--- config.mk ---
export PLATFORM = sky130hd
export DESIGN_NAME = ula_serial_flat
export DESIGN_NICKNAME = d
export VERILOG_FILES = /design/src/rtl/ula_pkg.sv /design/src/rtl/ula_serial_if.sv /design/src/rtl/ula_bit_cell.sv /design/src/rtl/ula_serial.sv /design/src/flat_wrapper.sv
export SDC_FILE = /design/constraint.sdc
export NUM_CORES = 1
export LEC_CHECK = 0
export CELL_PAD_IN_SITES_DETAIL_PLACEMENT = 1
export CELL_PAD_IN_SITES_GLOBAL_PLACEMENT = 1
export CORE_MARGIN = 1.5
export CORE_UTILIZATION = 32
export DETAILED_ROUTE_END_ITERATION = 12
export GPL_ROUTABILITY_DRIVEN = 0
export PLACE_DENSITY_LB_ADDON = 0.1
export SETUP_SLACK_MARGIN = 0.15
export SLEW_MARGIN = 20
export SYNTH_ARGS = -nofsm -noshare
export SYNTH_HDL_FRONTEND = slang
export SYNTH_SLANG_ARGS = --single-unit
--- constraint.sdc ---
create_clock -name clk -period 1.5 [get_ports clk]
set_input_delay 0.15 -clock clk [delete_from_list [all_inputs] [get_ports clk]]
set_output_delay 0.15 -clock clk [all_outputs]
set_load 0.01 [all_outputs]
--- src/rtl/ula_pkg.sv ---
// ============================================================================
// Module   : ula_pkg
// Purpose  : Shared state encoding, alu_ctl field layout and named control
//            codes for the bit-serial ALU wrapper.
// Revision : 1.0 - initial release
// ============================================================================
`default_nettype none

package ula_pkg;

    typedef enum logic [1:0] {
        ST_IDLE = 2'd0,
        ST_RUN  = 2'd1,
        ST_FIX  = 2'd2,
        ST_DONE = 2'd3
    } state_t;

    localparam int c_ctl_ainv  = 3;
    localparam int c_ctl_bneg  = 2;
    localparam int c_ctl_op_hi = 1;
    localparam int c_ctl_op_lo = 0;

    localparam logic [1:0] c_op_and = 2'b00;
    localparam logic [1:0] c_op_or  = 2'b01;
    localparam logic [1:0] c_op_add = 2'b10;
    localparam logic [1:0] c_op_slt = 2'b11;

    localparam logic [3:0] ULA_AND = 4'b0000;
    localparam logic [3:0] ULA_OR  = 4'b0001;
    localparam logic [3:0] ULA_ADD = 4'b0010;
    localparam logic [3:0] ULA_SUB = 4'b0110;
    localparam logic [3:0] ULA_SLT = 4'b0111;
    localparam logic [3:0] ULA_NOR = 4'b1100;

    function automatic logic [1:0] ctl_op(input logic [3:0] ctl);
        return ctl[c_ctl_op_hi:c_ctl_op_lo];
    endfunction

endpackage

`default_nettype wire

--- src/rtl/ula_serial_if.sv ---
// ============================================================================
// Module   : ula_serial_if
// Purpose  : Request/response handshake bundle for the bit-serial ALU.
// Revision : 1.0 - initial release
// ============================================================================
`default_nettype none

interface ula_serial_if #(
    parameter int WIDTH = 32
) ();
    logic             in_valid;
    logic             in_ready;
    logic [3:0]       alu_ctl;
    logic [WIDTH-1:0] a;
    logic [WIDTH-1:0] b;
    logic             out_valid;
    logic             out_ready;
    logic [WIDTH-1:0] result;
    logic             zero;
    logic             overflow;
    logic             carry_out;

    modport master (
        output in_valid, alu_ctl, a, b, out_ready,
        input  in_ready, out_valid, result, zero, overflow, carry_out
    );

    modport slave (
        input  in_valid, alu_ctl, a, b, out_ready,
        output in_ready, out_valid, result, zero, overflow, carry_out
    );
endinterface

`default_nettype wire

--- src/rtl/ula_bit_cell.sv ---
// ============================================================================
// Module   : ula_bit_cell
// Purpose  : Combinational 1-bit ALU slice (AND/OR/ADD/less select).
// Revision : 1.0 - initial release
// ============================================================================
`default_nettype none

module ula_bit_cell
    import ula_pkg::*;
(
    input  logic       ai,
    input  logic       bi,
    input  logic       cin,
    input  logic       less,
    input  logic [1:0] operation,
    input  logic       Ainvert,
    input  logic       Bnegate,
    output logic       res,
    output logic       cout,
    output logic       sum
);

    logic w_a;
    logic w_b;

    assign w_a  = ai ^ Ainvert;
    assign w_b  = bi ^ Bnegate;
    assign sum  = w_a ^ w_b ^ cin;
    assign cout = (w_a & w_b) | (w_a & cin) | (w_b & cin);

    always_comb begin
        res = 1'b0;
        case (operation)
            c_op_and: res = w_a & w_b;
            c_op_or:  res = w_a | w_b;
            c_op_add: res = sum;
            default:  res = less;
        endcase
    end

endmodule

`default_nettype wire

--- src/rtl/ula_serial.sv ---
// ============================================================================
// Module   : ula_serial
// Purpose  : Bit-serial WIDTH-bit ALU, LSB first, one bit per clock.
//            Optional macro ULA_OP_COUNT_EN adds a 16-bit completed-op counter.
// Revision : 1.0 - initial release
// ============================================================================
`default_nettype none

module ula_serial
    import ula_pkg::*;
#(
    parameter int WIDTH = 32,
    parameter int CNTW  = 6
) (
    input  logic        clk,
    input  logic        rst_n,
    ula_serial_if.slave bus
`ifdef ULA_OP_COUNT_EN
    ,
    output logic [15:0] op_count
`endif
);

    localparam logic [CNTW-1:0] c_last_idx = CNTW'(WIDTH - 1);

    state_t           r_state;
    state_t           w_state_next;
    logic [WIDTH-1:0] r_a;
    logic [WIDTH-1:0] r_b;
    logic [3:0]       r_ctl;
    logic             r_carry;
    logic [CNTW-1:0]  r_idx;
    logic [WIDTH-1:0] r_res;
    logic             r_msb_sum;
    logic             r_ovf;
    logic             r_cout;
    logic [WIDTH-1:0] r_result;
    logic             r_zero;
    logic             r_overflow;
    logic             r_carry_out;
    logic             r_in_ready;
    logic             r_out_valid;
    logic             w_res;
    logic             w_cout;
    logic             w_sum;
    logic [WIDTH-1:0] w_fix_res;
    logic             w_last;

    // Operands shift right each RUN cycle so the cell always sees bit 0.
    ula_bit_cell u_cell (
        .ai        (r_a[0]),
        .bi        (r_b[0]),
        .cin       (r_carry),
        .less      (1'b0),
        .operation (ctl_op(r_ctl)),
        .Ainvert   (r_ctl[c_ctl_ainv]),
        .Bnegate   (r_ctl[c_ctl_bneg]),
        .res       (w_res),
        .cout      (w_cout),
        .sum       (w_sum)
    );

    assign w_last = (r_idx == c_last_idx);

    always_comb begin
        w_state_next = r_state;
        case (r_state)
            ST_IDLE: if (bus.in_valid) w_state_next = ST_RUN;
            ST_RUN:  if (w_last)       w_state_next = ST_FIX;
            ST_FIX:                    w_state_next = ST_DONE;
            ST_DONE: if (bus.out_ready) w_state_next = ST_IDLE;
            default:                   w_state_next = ST_IDLE;
        endcase
    end

    always_ff @(posedge clk or negedge rst_n) begin
        if (!rst_n) begin
            r_state     <= ST_IDLE;
            r_in_ready  <= 1'b1;
            r_out_valid <= 1'b0;
        end else begin
            r_state     <= w_state_next;
            r_in_ready  <= (w_state_next == ST_IDLE);
            r_out_valid <= (w_state_next == ST_DONE);
        end
    end

    // SLT: bit 0 was written as 0 during RUN; the sign of a-b, corrected
    // for overflow, is patched in here.
    always_comb begin
        w_fix_res = r_res;
        if (ctl_op(r_ctl) == c_op_slt) begin
            w_fix_res[0] = r_msb_sum ^ r_ovf;
        end
    end

    always_ff @(posedge clk or negedge rst_n) begin
        if (!rst_n) begin
            r_a         <= '0;
            r_b         <= '0;
            r_ctl       <= '0;
            r_carry     <= 1'b0;
            r_idx       <= '0;
            r_res       <= '0;
            r_msb_sum   <= 1'b0;
            r_ovf       <= 1'b0;
            r_cout      <= 1'b0;
            r_result    <= '0;
            r_zero      <= 1'b0;
            r_overflow  <= 1'b0;
            r_carry_out <= 1'b0;
        end else begin
            case (r_state)
                ST_IDLE: begin
                    if (bus.in_valid) begin
                        r_a     <= bus.a;
                        r_b     <= bus.b;
                        r_ctl   <= bus.alu_ctl;
                        r_carry <= bus.alu_ctl[c_ctl_bneg];
                        r_idx   <= '0;
                    end
                end
                ST_RUN: begin
                    r_a     <= r_a >> 1;
                    r_b     <= r_b >> 1;
                    r_res   <= {w_res, r_res[WIDTH-1:1]};
                    r_carry <= w_cout;
                    r_idx   <= r_idx + CNTW'(1);
                    if (w_last) begin
                        r_msb_sum <= w_sum;
                        r_ovf     <= r_carry ^ w_cout;
                        r_cout    <= w_cout;
                    end
                end
                ST_FIX: begin
                    r_result    <= w_fix_res;
                    r_zero      <= ~|w_fix_res;
                    r_overflow  <= (ctl_op(r_ctl) == c_op_add) & r_ovf;
                    r_carry_out <= (ctl_op(r_ctl) == c_op_add) & r_cout;
                end
                default: ;
            endcase
        end
    end

`ifdef ULA_OP_COUNT_EN
    logic [15:0] r_op_count;

    always_ff @(posedge clk or negedge rst_n) begin
        if (!rst_n) begin
            r_op_count <= '0;
        end else if (r_out_valid && bus.out_ready) begin
            r_op_count <= r_op_count + 16'd1;
        end
    end

    assign op_count = r_op_count;
`endif

    assign bus.in_ready  = r_in_ready;
    assign bus.out_valid = r_out_valid;
    assign bus.result    = r_result;
    assign bus.zero      = r_zero;
    assign bus.overflow  = r_overflow;
    assign bus.carry_out = r_carry_out;

endmodule

`default_nettype wire

--- src/flat_wrapper.sv ---
// flat-port wrapper written by rule: the top's interface ports become plain ports
module ula_serial_flat import ula_pkg::*;
#(
    parameter int WIDTH = 32,
    parameter int CNTW  = 6
)
  (clk, rst_n, bus_in_valid, bus_alu_ctl, bus_a, bus_b, bus_out_ready, bus_in_ready, bus_out_valid, bus_result, bus_zero, bus_overflow, bus_carry_out);
  ula_serial_if #(.WIDTH(WIDTH)) bus_i ();
  input  logic clk;
  input  logic rst_n;
  input wire logic [$bits(bus_i.in_valid)-1:0] bus_in_valid;
  input wire logic [$bits(bus_i.alu_ctl)-1:0] bus_alu_ctl;
  input wire logic [$bits(bus_i.a)-1:0] bus_a;
  input wire logic [$bits(bus_i.b)-1:0] bus_b;
  input wire logic [$bits(bus_i.out_ready)-1:0] bus_out_ready;
  output wire logic [$bits(bus_i.in_ready)-1:0] bus_in_ready;
  output wire logic [$bits(bus_i.out_valid)-1:0] bus_out_valid;
  output wire logic [$bits(bus_i.result)-1:0] bus_result;
  output wire logic [$bits(bus_i.zero)-1:0] bus_zero;
  output wire logic [$bits(bus_i.overflow)-1:0] bus_overflow;
  output wire logic [$bits(bus_i.carry_out)-1:0] bus_carry_out;
  assign bus_i.in_valid = bus_in_valid;
  assign bus_i.alu_ctl = bus_alu_ctl;
  assign bus_i.a = bus_a;
  assign bus_i.b = bus_b;
  assign bus_i.out_ready = bus_out_ready;
  assign bus_in_ready = bus_i.in_ready;
  assign bus_out_valid = bus_i.out_valid;
  assign bus_result = bus_i.result;
  assign bus_zero = bus_i.zero;
  assign bus_overflow = bus_i.overflow;
  assign bus_carry_out = bus_i.carry_out;
  ula_serial #(.WIDTH(WIDTH), .CNTW(CNTW)) u_core (.clk(clk), .rst_n(rst_n), .bus(bus_i));
endmodule
---- Yosys cells after proc, flatten, opt, wreduce, memory -nomap -nowiden ----
Cells that the tools add are included.
word-level totals
  bits in registers ....................... 149
  input port bits ......................... 72
  output and inout bits ................... 37
  word-level logic and storage cells ...... 63
cells by class
  $add $sub $neg .......................... 1
  equal/unequal tests ..................... 9
  multiplexer cells ....................... 14
  bitwise logic cells ..................... 14
  reduce and logical (&&, ||, !) cells .... 9
operators with widths
  cell                                                             number
  32-bit one-hot mux with 2 select lines                           2
  32-bit two-way mux                                               2
  32-bit OR reduction                                              1
  6-bit one-hot mux with 2 select lines                            1
  2-bit == test, second input constant                             5
  2-bit one-hot mux with 4 select lines                            1
  6-bit by 1-bit adder with 6-bit output, second input constant    1
  6-bit by 5-bit == test with 1-bit output, second input constant  1
  2-bit logical NOT                                                3
  2-bit two-way mux                                                3
  6-bit two-way mux                                                1
  2-bit AND reduction                                              3
  1-bit bitwise XOR                                                6
  1-bit bitwise AND                                                5
  2-bit by 1-bit == test with 1-bit output, second input constant  2
  1-bit bitwise OR                                                 3
  1-bit one-hot mux with 3 select lines                            1
  1-bit two-way mux                                                2
  2-bit inequality test, second input constant                     1
  1-bit one-hot mux with 2 select lines                            1
  2-bit nonzero test                                               1
  1-bit logical NOT                                                1

---- Logic depth before layout (Yosys ltp) ----
Gate-level depths: netlist (run 1).
  depth after elaboration ................. 5
  mapped depth ............................ 6
  mapped depth without buffers ............ 6

---- Hierarchy ----
Synthesis (run 1) repeated with hierarchy kept, for this count alone.
second synthesis, totals
  cells, all modules ...................... 587
  area total of the unflattened synthesis .. 6,268.5 µm²
modules (own cells, without submodules)
  module        times used  cells each  area an instance (µm²)  sequential area each (µm²)
  ula_serial    1           575         6,160.9                 3,729.8
  ula_bit_cell  1           12          107.6                   0.0

---- Least setup slack after synthesis (run 1) ----
No wires, ideal clock.
  path type ............................... reg-to-reg
  start ................................... register u_core.r_ctl[3]
  end ..................................... register u_core.r_ovf
  library setup time ...................... 0.125 ns
  arrival ................................. 1.439 ns
  required time ........................... 1.375 ns
  setup slack ............................. -0.063 ns
  stages on the path, launching flop included .. 5
  buffers on the path ..................... 0
  clock period less this slack ............ 1.563 ns
  cell sequence ........................... dfrtp_1 xor2_1 fa_1 xor2_1 mux2_2
between the ends
  longest elaborated chain between the ends .. 5
  elaborated cells between the ends (all ways) .. 6
  classes of those cells .................. bitwise: 6
ends and longest elaborated chain
  item                             RTL line            RTL
  start: declaration               ula_serial.sv:30    logic [3:0] r_ctl;
  start signal: assignment         ula_serial.sv:118   r_ctl <= bus.alu_ctl;
  1-bit bitwise XOR *              ula_bit_cell.sv:26  assign w_a = ai ^ Ainvert;
  1-bit bitwise AND                ula_bit_cell.sv:29  assign cout = (w_a & w_b) | (w_a & cin) | (w_b & cin);
  1-bit bitwise OR * (2 in a row)  ula_bit_cell.sv:29
  named net u_core.u_cell.cout     ula_bit_cell.sv:19  output logic cout,
  1-bit bitwise XOR *              ula_serial.sv:131   r_ovf <= r_carry ^ w_cout;
  end signal: assignment           ula_serial.sv:131
  end: declaration                 ula_serial.sv:35    logic r_ovf;
The timed path passes the listed nets; every way through them passes the cells marked *.
A chain may end at the register's enable or synchronous reset.

---- Worst setup path after layout (run 1) ----
  start ................................... register u_core.r_b[0]
  end ..................................... register u_core.r_msb_sum
between the ends
  longest elaborated chain between the ends .. 3
ends and longest elaborated chain
  item                            RTL line            RTL
  start: declaration              ula_serial.sv:29    logic [WIDTH-1:0] r_b;
  start signal: assignment        ula_serial.sv:117   r_b <= bus.b;
  start signal: assignment        ula_serial.sv:125   r_b <= r_b >> 1;
  1-bit bitwise XOR               ula_bit_cell.sv:27  assign w_b = bi ^ Bnegate;
  1-bit bitwise XOR (2 in a row)  ula_bit_cell.sv:28  assign sum = w_a ^ w_b ^ cin;
  named net u_core.u_cell.sum     ula_bit_cell.sv:20  output logic sum
  end signal: assignment          ula_serial.sv:130   r_msb_sum <= w_sum;
  end: declaration                ula_serial.sv:34    logic r_msb_sum;
The timed path passes the listed nets, and every way through them passes these cells.

==> flow_metrics.env, run 1 <==
export IMPL_fillers=2203
export IMPL_ir_drop_mv=1.05
export IMPL_period_needed_ns=1.56
export IMPL_violations="negative setup slack"
export IMPL_cts_tree="built"
export IMPL_max_freq_mhz=642
export IMPL_hp_class="primary input to asynchronous set/reset pin"
export IMPL_syn_avg_cell_area_um2=10.5
export IMPL_r2r_start="u_core.r_b[0]"
export IMPL_post_route_period_util_pct=104
export IMPL_final_setup_skew_ns=0.0104
export IMPL_p_clk_share_pct=21.1
export IMPL_ys_types=40
export IMPL_worst_pin_slew_ns=0.469
export IMPL_insertion_delay_ns=0.42
export IMPL_slew_viol_final=0
export IMPL_die_h_um=149
export IMPL_synthDominantCellAreaShare_pct=54.6
export IMPL_cts_sinks=149
export IMPL_place_area_um2=8360
export IMPL_rsz0062_at_grt="yes"
export IMPL_io_pins=109
export IMPL_yosys_warnings=0
export IMPL_p_total_mw=18.8
export IMPL_setup_viol=4
export IMPL_start_util_pct=32.5
export IMPL_drtIter0Drc=252
export IMPL_diodes=0
export IMPL_cp_end_kind="register"
export IMPL_drive_gt1_share_pct=34.5
export IMPL_die_area_um2=22100
export IMPL_grtUsageTotal_pct=18.2
export IMPL_synthTopCellsByArea="dfrtp_1 (55%), a22oi_1 (7.0%), mux2_2 (6.5%)"
export IMPL_cts_root_buf="clkbuf_16"
export IMPL_cp_arrival_ns=1.85
export IMPL_pwr_share_seq_pct=35.7
export IMPL_syn_instance_count=648
export IMPL_final_core_util_pct=49.6
export IMPL_design_area_um2=10400
export IMPL_antenna_found_initial=0
export IMPL_netlist_area_um2=6790
export IMPL_grt_overflow=0
export IMPL_synth_seq_cells=149
export IMPL_grt_pass1_wl_mm=31.3
export IMPL_place_detailed_hpwl_mm=11.7
export IMPL_async_flop_share_pct=100
export IMPL_grt_max_degree=43
export IMPL_required_ns=1.80
export IMPL_p_leak_nw=4.67
export IMPL_intPower_mw=11.8
export IMPL_synthFlopType="dfrtp_1"
export IMPL_drt_pass1_iter_count=4
export IMPL_vias=5696
export IMPL_synth_fp_nets=724
export IMPL_drt_wl_total_mm=21.8
export IMPL_htreeDepth=4
export IMPL_fin_nets=881
export IMPL_crit_path_start_kind="register"
export IMPL_cp_max_fo=3
export IMPL_hold_ws_ns=0.230
export IMPL_drc_errors=0
export IMPL_criticalPathCategory="register to register"
export IMPL_synth_area_leader_cell="dfrtp_1"
export IMPL_rows=53
export IMPL_synth_edf_count=0
export IMPL_die_w_um=149
export IMPL_max_slew_margin_pct=68.7
export IMPL_status="finished, violations left"
export IMPL_comb_power_share_pct=43.3
export IMPL_fp_coreArea_um2=20900
export IMPL_via_per_inst=5.22
export IMPL_clock_path_buffers=2
export IMPL_critPathLaunch="u_core.r_b[0]"
export IMPL_swShare_pct=36.9
export IMPL_power_switching_mw=6.93
export IMPL_antenna_left=0
export IMPL_worst_slack_ns=-0.0567
export IMPL_port_buffers=108
export IMPL_power_density_nw_per_um2=1810
export IMPL_ys_seq_area_share_pct=54.9
export IMPL_cts_reportedPaths_clkPinSlew_ns=0.06
export IMPL_max_cap_violations=0
export IMPL_wl_per_cell_um=19.9
export IMPL_hold_viol=0
export IMPL_grt_pass1_vias=5816
export IMPL_cts_made_buffers=17
export IMPL_area_growth_pct=52.7
==> power groups by stage <==
stage	combinational, mW	clock [mW]	sequential, mW
after floorplan	3.43	0	6.25
after global placement	4.98	0	6.47
after detailed placement	5.22	0	6.53
after CTS	6.00	4.04	6.49
after global routing	8.79	4.25	6.88
final	8.13	3.96	6.70
==> cell usage in the layout, fill, tap and decap left out, drive strengths merged <==
master           n
nor3             2
clkdlybuf4s50   69
nand2           99
dlygate4sd2     36
a21o             1
xor2             4
buf             66
fa               1
nand3b           1
clkinvlp         3
dlygate4sd3      1
inv              3
ha               3
clkbuf          34
a22oi           63
nor2             1
mux2            39
a41oi            1
o41ai            1
dfstp            1
nor3b            3
nand3            2
clkinv           6
nor2b           66
nor4             9
a31oi            2
dfrtp          148
xnor2            1
mux2i            1
a22o             5
nand4            2
o21ai           67
a21boi           1
a21oi           66
or2              1
o21bai           3
nand2b           5
==> worst paths after layout <==
path | to | depth (start not counted) | slack [ns]
hold / removal | u_core.r_res[22] | 2 | 0.23
hold reg to reg | u_core.bus.result[7] | 1 | 0.50
max in group asynchronous | u_core.r_b[16] | 3 | 0.67
min in group clk | u_core.r_a[31] | 2 | 0.34
setup reg to reg | u_core.r_msb_sum | 3 | -0.06
setup / recovery | u_core.r_msb_sum | 3 | -0.06
==> registers in the layout (all words and copies together), names as in the netlist <==
name,flops
u_core.bus.result,32
u_core.r_a,32
u_core.r_b,32
u_core.r_res,32
u_core.r_idx,6
u_core.r_ctl,4
u_core.r_state,2
u_core.bus.carry_out,1
u_core.bus.in_ready,1
u_core.bus.out_valid,1
u_core.bus.overflow,1
u_core.bus.zero,1
u_core.r_carry,1
u_core.r_cout,1
u_core.r_msb_sum,1
u_core.r_ovf,1
==> per-layer routing <==
metal	vias to the layer above	routed length (um)	track usage (%)
li1	2600	-	-
met1	2940	9490	24.1
met2	120	10900	30.1
met3	36	873	3.65
met4	0	526	5.69
met5	-	0	0
==> cells in the mapped netlist, types with 4 or more instances <==
cell and count:
nor2b_1 66, xor2_1 4, dfrtp_1 148, mux2_2 39, o21ai_0 40, clkbuf_1 16
a22oi_1 63, a21oi_1 66, buf_2 17, nor4_1 8, nand2_1 99, nand2b_1 4
o21ai_1 27, buf_6 8, a22o_1 5, buf_1 5
==> cell type report <==
class / count / area (um2) / area share, %
Inverter: 2 / 7.51 / 0.0724
Clock buffer: 21 / 470 / 4.54
Timing Repair Buffer: 185 / 2240 / 21.6
Tap cell: 275 / 344 / 3.32
Multi-Input combinational cell: 450 / 3490 / 33.7
Sequential cell: 149 / 3740 / 36.0
Clock inverter: 10 / 76.3 / 0.736
==> critical path, cell delays in order (launching register included) <==
cell	delay, ns
dfrtp_1	0.41
xor2_2	0.26
fa_2	0.50
mux2_4	0.27
==> repair_timing <==
item,4_1_cts,5_1_grt
endpoints found under the setup margin,136,91
gates cloned,8,13
hold buffers,1,0
buffers inserted,14,8
hold endpoints to repair,37,0
resized for setup,67,194
pin swaps,7,130
==> stage by stage <==
step / setup TNS, ns / setup slack, ns / instances
3_3_place_gp: -0.0101 / -0.0101 / 1017
6_report: -0.155 / -0.0567 / 1092
5_1_grt: -0.491 / -0.0984 / 1092
3_5_place_dp: -0.0650 / -0.0334 / 1017
4_1_cts: -0.105 / -0.0392 / 1071
2_1_floorplan: 0 / 0.0193 / 648
==> cell families (layout without fill, tap and decap cells) <==
| group | count (synthesis) | in the layout | synth area share, % |
|---|---|---|---|
| adder cells (fa/ha/maj) | 4 | 4 | 0.848 |
| buffers and inverters | 50 | 218 | 4.07 |
| AO/OA/AOI/OAI | 209 | 210 | 18.5 |
| AND/OR/NAND/NOR | 191 | 191 | 14.4 |
| multiplexers | 40 | 40 | 6.62 |
| flip-flops | 149 | 149 | 54.9 |
| XOR/XNOR | 5 | 5 | 0.645 |
No activity file was read; power rests on OpenSTA's default activity.
==> run 2, diff against run 1 <==
--- a/config.mk
+++ b/config.mk
@@ -12,6 +12,7 @@
 export DETAILED_ROUTE_END_ITERATION = 12
 export GPL_ROUTABILITY_DRIVEN = 0
 export PLACE_DENSITY_LB_ADDON = 0.1
+export REMOVE_ABC_BUFFERS = 1
 export SETUP_SLACK_MARGIN = 0.15
 export SLEW_MARGIN = 20
 export SYNTH_ARGS = -nofsm -noshare
==> flow_metrics.env, run 2 (synthesis gave the netlist of run 1 again) <==
export IMPL_status="finished, violations left"
export IMPL_violations="negative setup slack"
export IMPL_antenna_found_initial=2
export IMPL_hold_ws_ns=0.232
export IMPL_cts_reportedPaths_clkPinSlew_ns=0.06
export IMPL_cts_tree="built"
export IMPL_cp_end_kind="register"
export IMPL_cp_arrival_ns=1.85
export IMPL_setup_viol=2
export IMPL_period_needed_ns=1.54
export IMPL_drtIter0Drc=211
export IMPL_drive_gt1_share_pct=41.6
export IMPL_hold_viol=0
export IMPL_slew_viol_final=0
export IMPL_area_growth_pct=61.2
export IMPL_dp_cells=1020
export IMPL_grtUsageTotal_pct=18.4
export IMPL_drt_wl_total_mm=22.1
export IMPL_cts_root_buf="clkbuf_16"
export IMPL_via_per_inst=5.18
export IMPL_final_cell_mix="dfrtp_1 (141), clkdlybuf4s50_1 (69), nor2b_1 (64)"
export IMPL_rows=53
export IMPL_worst_pin_slew_ns=0.442
export IMPL_p_leak_nw=4.91
export IMPL_max_cap_violations=0
export IMPL_wl_per_cell_um=19.9
export IMPL_die_h_um=149
export IMPL_final_setup_skew_ns=0.00941
export IMPL_drt_pass1_iter_count=4
export IMPL_die_w_um=149
export IMPL_start_util_pct=32.5
export IMPL_io_pins=109
export IMPL_vias=5753
export IMPL_fin_nets=899
export IMPL_grt_pass1_vias=5982
export IMPL_criticalPathCategory="register to register"
export IMPL_drc_errors=0
export IMPL_final_cells=1110
export IMPL_max_freq_mhz=650
export IMPL_grt_pass1_wl_mm=31.5
export IMPL_cts_made_buffers=17
export IMPL_grt_overflow=0
export IMPL_cts_sinks=149
export IMPL_r2r_start="u_core.r_a[0]"
export IMPL_port_buffers=108
export IMPL_place_detailed_hpwl_mm=12.1
export IMPL_fp_coreArea_um2=20900
export IMPL_max_slew_margin_pct=70.5
export IMPL_hp_class="primary input to asynchronous set/reset pin"
export IMPL_required_ns=1.81
export IMPL_diodes=0
export IMPL_reg2reg_slack_ns=-0.04
export IMPL_critPathLaunch="u_core.r_a[0]"
export IMPL_insertion_delay_ns=0.43
export IMPL_worst_slack_ns=-0.0375
export IMPL_crit_path_start_kind="register"
export IMPL_post_place_ws_ns=-0.133
export IMPL_ir_drop_mv=0.880
export IMPL_rsz0062_at_grt="yes"
export IMPL_post_route_period_util_pct=103
export IMPL_cp_max_fo=3
export IMPL_grt_max_degree=43
export IMPL_clock_path_buffers=2
export IMPL_antenna_left=0
export IMPL_die_area_um2=22100
export IMPL_final_common_cell="dfrtp_1"
export IMPL_power_density_nw_per_um2=1810
export IMPL_htreeDepth=4
[run 2: metal layers]
layer / GRT usage (%) / vias to the layer above / share of wire (%)
met3: 4.75 / 26 / 4.0
met5: 0 / - / 0.059
met4: 5.94 / 2 / 1.7
li1: - / 2659 / -
met2: 31.8 / 113 / 52
met1: 22.4 / 2953 / 42
[run 2: worst max-delay path: stages, from the launching register on]
cell and delay (ns):
dfrtp_1 0.41, xor2_2 0.25, fa_2 0.49, mux2_4 0.27
[run 2: cell type report]
class	count	area [um2]
fillers	2154	9940
multi-input cells	450	3830
flip-flops and latches	149	3740
repair buffers	203	2470
clock buffers	20	447
well taps	275	344
clock inverters	11	105
inverters	2	7.51
[run 2: path summary, 6_finish.rpt]
path	cells past startpoint	to
hold reg to reg	2	u_core.r_res[0]
setup / recovery	3	u_core.r_msb_sum
hold / removal	2	u_core.bus.result[22]
setup reg to reg	3	u_core.r_msb_sum
max in group asynchronous	3	u_core.r_a[3]
min in group clk	2	u_core.r_a[31]
[run 2: per-stage QoR]
step	area [um2]	setup TNS [ns]	utilization, %	total power, mW
final	10900	-0.0701	52.4	19.8
after global routing	10900	-0.332	52.4	21.0
after CTS	9570	-0.0352	45.8	17.4
after detailed placement	8370	-0.397	40.1	11.9
after global placement	8370	-0.241	40.1	11.6
after floorplan	6520	-404.78	-	9.21
[run 2: timing repair]
| item | in CTS | in global routing |
|---|---|---|
| hold buffers | 1 | 0 |
| pin swaps | 53 | 122 |
| resized for setup | 139 | 229 |
| setup buffers | 17 | 16 |
| endpoints found under the hold margin | 46 | 0 |
| endpoints found under the setup margin | 102 | 145 |
| cloned | 6 | 19 |
[run 2: power breakdown]
part / switching, mW / total, mW / internal (mW)
Clock: 1.75 / 4.07 / 2.32
Sequential: 1.53 / 6.87 / 5.33
Combinational: 4.00 / 8.84 / 4.84
==> run 3, diff against run 2 <==
--- a/config.mk
+++ b/config.mk
@@ -8,7 +8,7 @@
 export CELL_PAD_IN_SITES_DETAIL_PLACEMENT = 1
 export CELL_PAD_IN_SITES_GLOBAL_PLACEMENT = 1
 export CORE_MARGIN = 1.5
-export CORE_UTILIZATION = 32
+export CORE_UTILIZATION = 38
 export DETAILED_ROUTE_END_ITERATION = 12
 export GPL_ROUTABILITY_DRIVEN = 0
 export PLACE_DENSITY_LB_ADDON = 0.1
==> constraint.sdc (replaced) <==
create_clock -name clk -period 1.4 [get_ports clk]
set_input_delay 0.14 -clock clk [delete_from_list [all_inputs] [get_ports clk]]
set_output_delay 0.14 -clock clk [all_outputs]
set_load 0.01 [all_outputs]
==> flow_metrics.env, run 3 (synthesis gave the netlist of run 1 again) <==
export IMPL_via_per_inst=5.80
export IMPL_required_ns=1.74
export IMPL_hp_class="primary input to asynchronous set/reset pin"
export IMPL_cp_arrival_ns=1.97
export IMPL_cts_tree="built"
export IMPL_drc_errors=0
export IMPL_period_needed_ns=1.62
export IMPL_die_area_um2=18700
export IMPL_drive_gt1_share_pct=49.8
export IMPL_final_common_cell="dfrtp_1"
export IMPL_grt_pass1_vias=6856
export IMPL_criticalPathCategory="register to register"
export IMPL_antenna_left=0
export IMPL_dp_cells=985
export IMPL_comb_power_share_pct=47.9
export IMPL_cts_made_buffers=17
export IMPL_max_cap_violations=0
export IMPL_drt_wl_total_mm=29.4
export IMPL_slew_viol_final=0
export IMPL_cts_reportedPaths_clkPinSlew_ns=0.07
export IMPL_final_setup_skew_ns=0.0121
export IMPL_insertion_delay_ns=0.44
export IMPL_place_area_um2=8410
export IMPL_p_total_mw=25.4
export IMPL_final_seq_area_um2=3730
export IMPL_design_area_um2=11900
export IMPL_worst_slack_ns=-0.222
export IMPL_p_clk_share_pct=22.6
export IMPL_fin_nets=936
export IMPL_violations="negative setup slack"
export IMPL_clock_path_buffers=2
export IMPL_diodes=0
export IMPL_cts_root_buf="clkbuf_16"
export IMPL_r2r_start="u_core.r_ctl[2]"
export IMPL_wl_per_cell_um=26.8
export IMPL_post_place_ws_ns=-0.259
export IMPL_max_slew_margin_pct=62.1
export IMPL_cts_sinks=149
export IMPL_die_h_um=137
export IMPL_max_freq_mhz=617
export IMPL_hold_viol=0
export IMPL_cp_max_fo=2
export IMPL_p_leak_nw=5.20
export IMPL_fp_coreArea_um2=17400
export IMPL_drtIter0Drc=229
export IMPL_final_cell_mix="dfrtp_1 (144), clkdlybuf4s50_1 (69), nor2b_1 (64)"
export IMPL_port_buffers=108
export IMPL_rows=48
export IMPL_intPower_mw=15.7
export IMPL_r2r_end="u_core.r_res[31]"
export IMPL_cp_end_kind="register"
export IMPL_htreeDepth=4
export IMPL_start_util_pct=39.1
export IMPL_power_density_nw_per_um2=2140
export IMPL_multi_input_area_um2=4170
export IMPL_swShare_pct=38.1
export IMPL_power_switching_mw=9.67
export IMPL_grtUsageTotal_pct=28.7
export IMPL_grt_max_degree=44
export IMPL_rsz0062_at_grt="yes"
export IMPL_reg2reg_slack_ns=-0.22
export IMPL_grt_pass1_wl_mm=39.4
export IMPL_pwr_share_seq_pct=29.5
export IMPL_vias=6364
export IMPL_ir_drop_mv=1.12
export IMPL_setup_viol=130
export IMPL_grt_overflow=0
export IMPL_place_detailed_hpwl_mm=12.3
export IMPL_drt_pass1_iter_count=5
export IMPL_fillers=1613
export IMPL_status="finished, violations left"
export IMPL_die_w_um=137
export IMPL_r2r_cells=7
export IMPL_worst_pin_slew_ns=0.566
export IMPL_final_cells=1098
export IMPL_io_pins=109
export IMPL_area_growth_pct=74.9
export IMPL_crit_path_start_kind="register"
export IMPL_post_route_period_util_pct=116
export IMPL_antenna_found_initial=1
run 3: how the worst max path moves through the flow:
stage	end	cells after the start	start	slack (ns)
5_1_grt	u_core.r_res[31]	7	u_core.r_ctl[2]	-0.28
3_5_place_dp	u_core.r_carry	5	u_core.r_ctl[3]	-0.26
4_1_cts	u_core.r_ovf	4	u_core.r_b[0]	-0.14
3_3_place_gp	u_core.r_ovf	4	u_core.r_ctl[3]	-0.18
6_report	u_core.r_res[31]	7	u_core.r_ctl[2]	-0.22
2_1_floorplan	u_core.r_idx[3]	3	u_core.r_state[0]	-3.77
run 3: area by class of cell:
| cell class | instances | share of cell area, % |
|---|---|---|
| well taps | 225 | 2.37 |
| clock inverters | 12 | 2.31 |
| multi-input cells | 450 | 35.1 |
| repair buffers | 240 | 25.0 |
| flip-flops and latches | 149 | 31.5 |
| inverters | 2 | 0.0632 |
| clock buffers | 20 | 3.68 |
run 3: routing by layer:
layer,vias to the layer above,part of all wire (%),GRT usage (%)
li1,2732,-,-
met1,3305,36,31.3
met2,232,55,53.4
met3,93,4.7,6.67
met4,2,5.1,11.2
met5,-,0.048,0
run 3: critical path, stage by stage (launching register included):
cell and delay, ns:
dfrtp_1 0.41, xor2_2 0.23, buf_4 0.15, buf_4 0.10, ha_1 0.19, nand2b_1 0.08
a21o_1 0.16, a31oi_1 0.21
run 3: timing repair:
item                                   CTS  global route
buffers inserted                        31            23
pin swaps                               90           100
hold buffers                             1             0
setup endpoints to repair              185           161
endpoints found under the hold margin   36             0
gates resized for setup                331           172
cloned                                  22             4
run 3: metrics by stage:
stage / util [%] / TNS (ns) / hold WS [ns]
finish: 68.4 / -10.63 / 0.204
global route: 68.4 / -14.86 / 0.229
CTS: 62.9 / -5.16 / 0.214
detailed placement: 48.5 / -1.89 / 0.102
global placement: 48.5 / -0.663 / 0.0944
floorplan: - / -419.68 / -0.156
run 3: power groups by stage:
stage	sequential (mW)	clock (mW)	combinational, mW
global placement	6.82	0	5.60
floorplan	7.00	0	2.97
global route	7.62	5.92	12.8
CTS	7.14	5.67	9.37
finish	7.51	5.73	12.2
detailed placement	6.92	0	5.94
